**src/rtl/wb_commit_pkg.sv**
```systemverilog
// Shared types for the writeback/commit stage: execute-stage result bundle,
// commit-trace entry, and the x0 register constant.
package wb_commit_pkg;

  localparam int WB_XLEN = 32;
  localparam logic [4:0] REG_X0 = 5'd0;

  // Registered output of an execute datapath
  typedef struct packed {
    logic               valid;
    logic               reg_write;
    logic [4:0]         rd;
    logic [WB_XLEN-1:0] result;
    logic [WB_XLEN-1:0] pc;
    logic [31:0]        inst;
  } execute_signals_t;

  // One committed instruction as recorded in the trace FIFO
  typedef struct packed {
    logic [WB_XLEN-1:0] pc;
    logic [31:0]        inst;
  } commit_trace_t;

  // Number of instructions retiring this cycle (0..2)
  function automatic logic [1:0] retire_count(input logic a, input logic b);
    return {1'b0, a} + {1'b0, b};
  endfunction

endpackage

```
**src/rtl/commit_trace_fifo.sv**
```systemverilog
// Commit-trace FIFO: up to two pushes (older entry first) and one pop per
// cycle. Pushes beyond the free space drop the younger entries and set a
// sticky overflow flag. DEPTH must be a power of two, at least 2.
module commit_trace_fifo
  import wb_commit_pkg::*;
#(
  parameter int DEPTH = 8
) (
  input  logic          clk,
  input  logic          reset,
  input  logic          push_a_i,
  input  commit_trace_t ent_a_i,
  input  logic          push_b_i,
  input  commit_trace_t ent_b_i,
  input  logic          pop_i,
  output logic          valid_o,
  output commit_trace_t head_o,
  output logic          overflow_o
);

  localparam int AW = $clog2(DEPTH);

  commit_trace_t mem_q [DEPTH];
  logic [AW-1:0] wr_q, wr_d, rd_q, rd_d;
  logic [AW:0]   cnt_q, cnt_d;
  logic          ovf_q, ovf_d;

  logic          pop, req0, req1, acc0, acc1;
  logic [AW:0]   free;
  commit_trace_t ent0;

  // Push/pop arbitration: the slot freed by a same-cycle pop is usable
  always_comb begin
    pop   = pop_i & (cnt_q != '0);
    free  = (AW+1)'(DEPTH) - cnt_q + {{AW{1'b0}}, pop};
    req0  = push_a_i | push_b_i;
    req1  = push_a_i & push_b_i;
    ent0  = push_a_i ? ent_a_i : ent_b_i;
    acc0  = req0 & (free >= (AW+1)'(1));
    acc1  = req1 & (free >= (AW+1)'(2));
    wr_d  = wr_q + AW'(acc0) + AW'(acc1);
    rd_d  = rd_q + AW'(pop);
    cnt_d = cnt_q + (AW+1)'(acc0) + (AW+1)'(acc1) - (AW+1)'(pop);
    ovf_d = ovf_q | (req0 & ~acc0) | (req1 & ~acc1);
  end

  // Pointer, occupancy and overflow state
  always_ff @(posedge clk or posedge reset) begin
    if (reset) begin
      wr_q  <= '0;
      rd_q  <= '0;
      cnt_q <= '0;
      ovf_q <= 1'b0;
    end else begin
      wr_q  <= wr_d;
      rd_q  <= rd_d;
      cnt_q <= cnt_d;
      ovf_q <= ovf_d;
    end
  end

  // Entry storage; contents are only observable through a valid head
  always_ff @(posedge clk) begin
    if (acc0) mem_q[wr_q] <= ent0;
    if (acc1) mem_q[wr_q + AW'(1)] <= ent_b_i;
  end

  assign valid_o    = (cnt_q != '0);
  assign head_o     = valid_o ? mem_q[rd_q] : '0;
  assign overflow_o = ovf_q;

endmodule

```
**src/rtl/wb_commit.sv**
```systemverilog
// Writeback/commit stage of the dual-issue pipeline. Lane A is the older
// instruction, lane B the younger. Optional commit trace FIFO is enabled by
// defining WB_COMMIT_TRACE_EN.
module wb_commit
  import wb_commit_pkg::*;
#(
  parameter int XLEN        = WB_XLEN,
  parameter int CNT_W       = 64,
  parameter int TRACE_DEPTH = 8
) (
  input  logic             clk,
  input  logic             reset,
  input  execute_signals_t ex_a_in,
  input  execute_signals_t ex_b_in,
  input  logic             stall_in,
  output logic             rf_we_a,
  output logic [4:0]       rf_waddr_a,
  output logic [XLEN-1:0]  rf_wdata_a,
  output logic             rf_we_b,
  output logic [4:0]       rf_waddr_b,
  output logic [XLEN-1:0]  rf_wdata_b,
  output logic             fwd_a_valid,
  output logic [4:0]       fwd_a_rd,
  output logic [XLEN-1:0]  fwd_a_data,
  output logic             fwd_b_valid,
  output logic [4:0]       fwd_b_rd,
  output logic [XLEN-1:0]  fwd_b_data,
  output logic [CNT_W-1:0] cycle_cnt,
  output logic [CNT_W-1:0] instret_cnt,
  output logic             trace_valid,
  output logic [XLEN-1:0]  trace_pc,
  output logic [31:0]      trace_inst,
  input  logic             trace_ready,
  output logic             trace_overflow
);

  execute_signals_t wb_a_q, wb_b_q;
  logic [CNT_W-1:0] cycle_q, instret_q;

  logic wr_a, wr_b, waw, commit_a, commit_b;
  logic [1:0] n_ret;

  // WB pipeline registers: capture when not stalled, hold otherwise
  always_ff @(posedge clk or posedge reset) begin
    if (reset) begin
      wb_a_q <= '0;
      wb_b_q <= '0;
    end else if (!stall_in) begin
      wb_a_q <= ex_a_in;
      wb_b_q <= ex_b_in;
    end
  end

  // Commit decode; lane B is younger so it wins a same-rd conflict
  always_comb begin
    wr_a     = wb_a_q.valid & wb_a_q.reg_write & (wb_a_q.rd != REG_X0);
    wr_b     = wb_b_q.valid & wb_b_q.reg_write & (wb_b_q.rd != REG_X0);
    waw      = wr_a & wr_b & (wb_a_q.rd == wb_b_q.rd);
    commit_a = wb_a_q.valid & ~stall_in;
    commit_b = wb_b_q.valid & ~stall_in;
    n_ret    = retire_count(commit_a, commit_b);
  end

  assign rf_we_a     = wr_a & ~waw & ~stall_in;
  assign rf_waddr_a  = wb_a_q.rd;
  assign rf_wdata_a  = wb_a_q.result;
  assign rf_we_b     = wr_b & ~stall_in;
  assign rf_waddr_b  = wb_b_q.rd;
  assign rf_wdata_b  = wb_b_q.result;

  // Forwarding ignores stall: the WB value is valid while it is held
  assign fwd_a_valid = wr_a & ~waw;
  assign fwd_a_rd    = wb_a_q.rd;
  assign fwd_a_data  = wb_a_q.result;
  assign fwd_b_valid = wr_b;
  assign fwd_b_rd    = wb_b_q.rd;
  assign fwd_b_data  = wb_b_q.result;

  // Free-running cycle and retired-instruction counters (wrap naturally)
  always_ff @(posedge clk or posedge reset) begin
    if (reset) begin
      cycle_q   <= '0;
      instret_q <= '0;
    end else begin
      cycle_q   <= cycle_q + CNT_W'(1);
      instret_q <= instret_q + CNT_W'(n_ret);
    end
  end

  assign cycle_cnt   = cycle_q;
  assign instret_cnt = instret_q;

`ifdef WB_COMMIT_TRACE_EN
  commit_trace_t trc_head;

  commit_trace_fifo #(.DEPTH(TRACE_DEPTH)) u_trace (
    .clk       (clk),
    .reset     (reset),
    .push_a_i  (commit_a),
    .ent_a_i   ('{pc: wb_a_q.pc, inst: wb_a_q.inst}),
    .push_b_i  (commit_b),
    .ent_b_i   ('{pc: wb_b_q.pc, inst: wb_b_q.inst}),
    .pop_i     (trace_ready),
    .valid_o   (trace_valid),
    .head_o    (trc_head),
    .overflow_o(trace_overflow)
  );

  assign trace_pc   = trc_head.pc;
  assign trace_inst = trc_head.inst;
`else
  logic unused_trace;
  assign unused_trace   = ^{trace_ready, wb_a_q.pc, wb_a_q.inst, wb_b_q.pc, wb_b_q.inst};
  assign trace_valid    = 1'b0;
  assign trace_pc       = '0;
  assign trace_inst     = '0;
  assign trace_overflow = 1'b0;
`endif

endmodule

```
**config.mk**
```make
export PLATFORM = sky130hd
export DESIGN_NAME = wb_commit
export DESIGN_NICKNAME = d
export VERILOG_FILES = /design/src/rtl/wb_commit_pkg.sv /design/src/rtl/commit_trace_fifo.sv /design/src/rtl/wb_commit.sv
export SDC_FILE = /design/constraint.sdc
export NUM_CORES = 1
export LEC_CHECK = 0
export CAP_MARGIN = 20
export CORE_AREA = 2 2 215 217
export DETAILED_ROUTE_END_ITERATION = 8
export DIE_AREA = 0 0 217 219
export HOLD_SLACK_MARGIN = 0.05
export PLACE_DENSITY = 0.5
export SLEW_MARGIN = 40
export SYNTH_ARGS = -nofsm -noshare
export SYNTH_HDL_FRONTEND = slang
export SYNTH_SLANG_ARGS = --single-unit
export TNS_END_PERCENT = 20
```
**constraint.sdc**
```tcl
create_clock -name clk -period 7.07 [get_ports clk]
set_clock_uncertainty 0.2 [all_clocks]
set_input_delay 0.707 -clock clk [delete_from_list [all_inputs] [get_ports clk]]
set_output_delay 0.707 -clock clk [all_outputs]
set_load 0.03 [all_outputs]
```
== After elaboration in Yosys (flattened, before gate mapping) ==
Cells that the tools add are included.
Cells by class
  bitwise logic cells: 13
  eq/ne operators: 1
  add/sub/neg operators: 3
  reductions and logical operators: 2
Operator list (number)
  64-bit by 1-bit adder with 64-bit output (second input constant): 1
  64-bit by 2-bit adder with 64-bit output: 1
  1-bit bitwise AND: 11
  5-bit nonzero test: 2
  5-bit == test: 1
  1-bit by 1-bit adder with 2-bit output: 1
  1-bit NOT: 2
Word-level totals
  output and inout bits: 346
  input port bits: 210
  flip-flop bits (word level): 206

== Depth between registers and ports, before layout ==
  depth after elaboration: 7
  depth in mapped cells: 10
  mapped depth without buffers: 8

== Least setup slack after synthesis ==
No wires, ideal clock.
  kind: flip-flop to output port
  from: reg wb_b_q, in the netlist fwd_b_rd[1]
  to: out rf_we_a
  path buffers: 0
  arrival time: 2.354 ns
  stages on the path, launching flop included: 6
  slack: 3.809 ns
  cells stage by stage: dfrtp_1 -> or4_1 -> o211ai_1 -> nor4_1 -> a31oi_1 -> nor2b_1
On the way
  cells in the longest elaborated chain, start to end: 7
  elaborated cells on any way between the ends: 8
  those cells by class: 1 x eq/ne; 6 x bitwise; 1 x reduce/logical
Ends and longest elaborated chain
  from (decl): line wb_commit.sv:37  | execute_signals_t wb_a_q, wb_b_q;
  from (signal assigned): line wb_commit.sv:50  | wb_b_q <= ex_b_in;
  5-bit nonzero test: line wb_commit.sv:57  | wr_b = wb_b_q.valid & wb_b_q.reg_write & (wb_b_q.rd != REG_X0);
  1-bit bitwise AND: line wb_commit.sv:57
  1-bit bitwise AND: line wb_commit.sv:58  | waw = wr_a & wr_b & (wb_a_q.rd == wb_b_q.rd);
  1-bit bitwise AND *: line wb_commit.sv:58
  1-bit NOT *
  1-bit bitwise AND *
  named net fwd_a_valid: line wb_commit.sv:22  | output logic fwd_a_valid,
  1-bit bitwise AND *: line wb_commit.sv:64  | assign rf_we_a = wr_a & ~waw & ~stall_in;
  to (decl): line wb_commit.sv:16  | output logic rf_we_a,
Mark *: on every way through the listed nets, which the timed path passes. The rest lies on a longest branch.

== Worst setup path in the final report ==
  from: reg wb_b_q, in the netlist fwd_b_rd[1]
  to: out rf_we_a
On the way
  cells in the longest elaborated chain, start to end: 7
  elaborated cells on any way between the ends: 8
  those cells by class: 1 x eq/ne; 6 x bitwise; 1 x reduce/logical
Ends and longest elaborated chain (line)
  5-bit nonzero test: wb_commit.sv:57
  1-bit bitwise AND: wb_commit.sv:57
  1-bit bitwise AND: wb_commit.sv:58
  1-bit bitwise AND *: wb_commit.sv:58
  1-bit NOT *: wb_commit.sv:64
  1-bit bitwise AND * (2 in series): wb_commit.sv:64
Mark *: on every way between the ends. The rest lies on a longest branch, timed or not.

==> flow_summary.ini <==
[clock_tree]
clk_latency_ps = 540
cts-root-buf = clkbuf_16
tritoncts = yes
hold_buffers = 0
clk_pin_slew_ps = 60
cts_setup_buffers = 0
cts_made_buffers = 27
htree_levels = 1
clock_path_buffers = 3
numClockSinks = 206
cts_resized = 0

[critical_path]
cp.required_ps = 6160
critPathKind = reg2out
slowest_stage = clkdlybuf4s50_1
critPathMaxStageDelay_ps = 680
cp-end-kind = output port
crit_chain = or4_1 -> o211ai_1 -> nor4_1 -> a31oi_1 -> nor2b_1 -> clkdlybuf4s50_1
start_kind = flip-flop
cp.arrival_ps = 3240
critPathMaxFanout = 5

[place]
port_buffers = 360
gp_congestion = 0.7557
dpl.hpwl_mm = 21.28

[global_routing]
grt_max_degree = 88
overflow = 0
antenna_found_initial = 0
grt_pass1_wl_mm = 42.87
gr-usage-all-layers_pct = 11.46
grt_pass1_vias = 6955

[power_and_ir_drop]
p_sw_share_pct = 29.74
clkPwrFrac_pct = 40.1
peakVddDrop_uv = 136.6
p_sw_mw = 0.9823
comb_power_share_pct = 20.0
p_per_area_mw_per_mm2 = 229.8
intPower_mw = 2.321
p_seq_share_pct = 39.9
p_leak_nw = 6.171

[yosys]
netlist_area_sq_mm = 0.01053
synth.avg_cell_area_sq_um = 11.43
yosysTopAreaCell = dfrtp_1
ys.flop_type = dfrtp_1
synth_top_area_share_pct = 48.97
synth_enable_flop_cells = 0
async_flop_share_pct = 100.0
synth-seq-cells = 206
synth.yosys.seq_area_share_pct = 48.97
yosys-top-cells-area = dfrtp_1 49%, buf_4 15%, mux2_2 8.3%, xnor2_1 5.4%, xor2_1 5.3%
synth_cells = 921
yosys_warnings = 0
ys_types = 36

[sta]
finalHoldViolCount = 0
rsz0062_at_grt = no
slew_violations = 0
period_share_pct = 58.62
slew_headroom_pct = 56.07
fmax_ghz = 0.2413
tns_ps = 0
worst_slew_pin_slew_ps = 659.0
min_period_ps = 4144
setup_viol = 0

[detailed_routing]
vias = 7104
first_pass_iters = 4
avgViaCountPerCell = 4.016
first_iter_violations = 296
drtAntennaViolNets = 0
wire_per_inst_microns = 15.98
remaining_drc_errors = 0
drt_wl_total_mm = 28.28

[die]
num_rows = 78
chipWidth_microns = 217
die_area_sq_mm = 0.04752
coreArea_sq_mm = 0.04509
fp.dieH_microns = 219
io_pins = 556
start_util_pct = 23.35

[hold_path]
hp-class = reg2reg

[cells_and_area]
syn_to_final_growth_pct = 36.55
fin_util_pct = 31.88
drive_above_1_share_pct = 13.00
layout_common_cells = 359 x clkdlybuf4s50_1, 206 x dfrtp_1, 78 x mux2_2
final_common_cell = clkdlybuf4s50_1
fin_nets = 1365
diodes = 0

[outcome]
status = finished, final reports clean

[job]
cap_violations = 0
==> routing by layer <==
| layer | GRT usage (%) | vias up | wire length (microns) |
|---|---|---|---|
| li1 | - | 3317 | - |
| met1 | 14.66 | 3466 | 11860 |
| met2 | 18.81 | 287 | 13350 |
| met3 | 3.257 | 34 | 2475 |
| met4 | 3.311 | 0 | 591 |
| met5 | 0 | - | 0 |
==> final timing paths <==
| check | slack, ps | startpoint | to | cells after the start |
|---|---|---|---|---|
| max | 2930 | fwd_b_rd[1] | rf_we_a | 6 |
| min | 280 | cycle_cnt[63] | cycle_cnt[63] | 1 |
| max reg2reg | 4170 | wb_b_q[102] | instret_cnt[28] | 8 |
| min reg2reg | 280 | cycle_cnt[63] | cycle_cnt[63] | 1 |
| max in group asynchronous | 5110 | reset | fwd_b_data[15] | 3 |
| min in group asynchronous | 470 | reset | cycle_cnt[34] | 2 |
==> cells by family after synthesis <==
logic type      Yosys count  share of synthesized area, %
simple gates            257                         14.88
mux                      78                         8.344
other cells               1                       0.03562
compound gates            3                        0.2021
xor+xnor                129                         10.73
flops                   206                         48.97
fa+ha+maj                 3                        0.4279
buf+inv                 244                         16.40
==> cell usage after synthesis (3+ instances only) <==
master,number
and3_1,22
and4_1,15
buf_2,3
buf_4,215
clkbuf_1,10
dfrtp_1,206
inv_1,16
mux2_2,78
nand2_1,44
nand3_1,43
nand4_1,31
nand4_2,5
nor2_1,38
nor2b_1,3
nor3_1,19
nor4_1,8
nor4_2,9
nor4_4,3
xnor2_1,65
xor2_1,64
==> area by class of cell <==
class	instances	area, sq um
Clock buffer	39	790.8
Clock inverter	7	66.31
Fill cell	4637	30710
Inverter	16	67.56
Multi-Input combinational cell	536	3889
Sequential cell	206	5155
Tap cell	600	750.7
Timing Repair Buffer	365	3655
==> power groups by stage <==
stage / clock network (mW) / registers [mW] / logic (mW)
4_1_cts: 1.38 / 1.32 / 0.669
2_1_floorplan: 0 / 1.35 / 0.485
5_1_grt: 1.42 / 1.33 / 0.694
3_5_place_dp: 0 / 1.34 / 0.668
3_3_place_gp: 0 / 1.34 / 0.664
6_report: 1.33 / 1.32 / 0.660
==> critical path, delay by kind of cell, from the launching register on <==
family / cells / cell delay, ps
AOI/OAI and AO/OA: 2 / 760
DFF: 1 / 440
buffers and inverters: 1 / 680
and+or+nand+nor: 3 / 830
==> per-stage QoR <==
stage	power, mW	worst slack [ps]	hold slack (ps)	instance area [sq um]	cells
finish	3.303	2926	277.3	14370	1769
floorplan	1.839	538.9	279.7	10770	986
detailed placement	2.009	3313	277.0	13500	1722
global placement	2.002	3335	262.9	13490	1722
global route	3.448	2665	308.7	14370	1769
CTS	3.372	2776	284.5	14350	1768
==> flip-flops by register name (all words and copies together), names as in the netlist <==
| signal | cells |
|---|---|
| wb_a_q | 2 |
| fwd_a_data | 32 |
| wb_b_q | 2 |
| fwd_b_rd | 5 |
| cycle_cnt | 64 |
| fwd_a_rd | 5 |
| instret_cnt | 64 |
| fwd_b_data | 32 |
(Power assumes the default switching activity.)
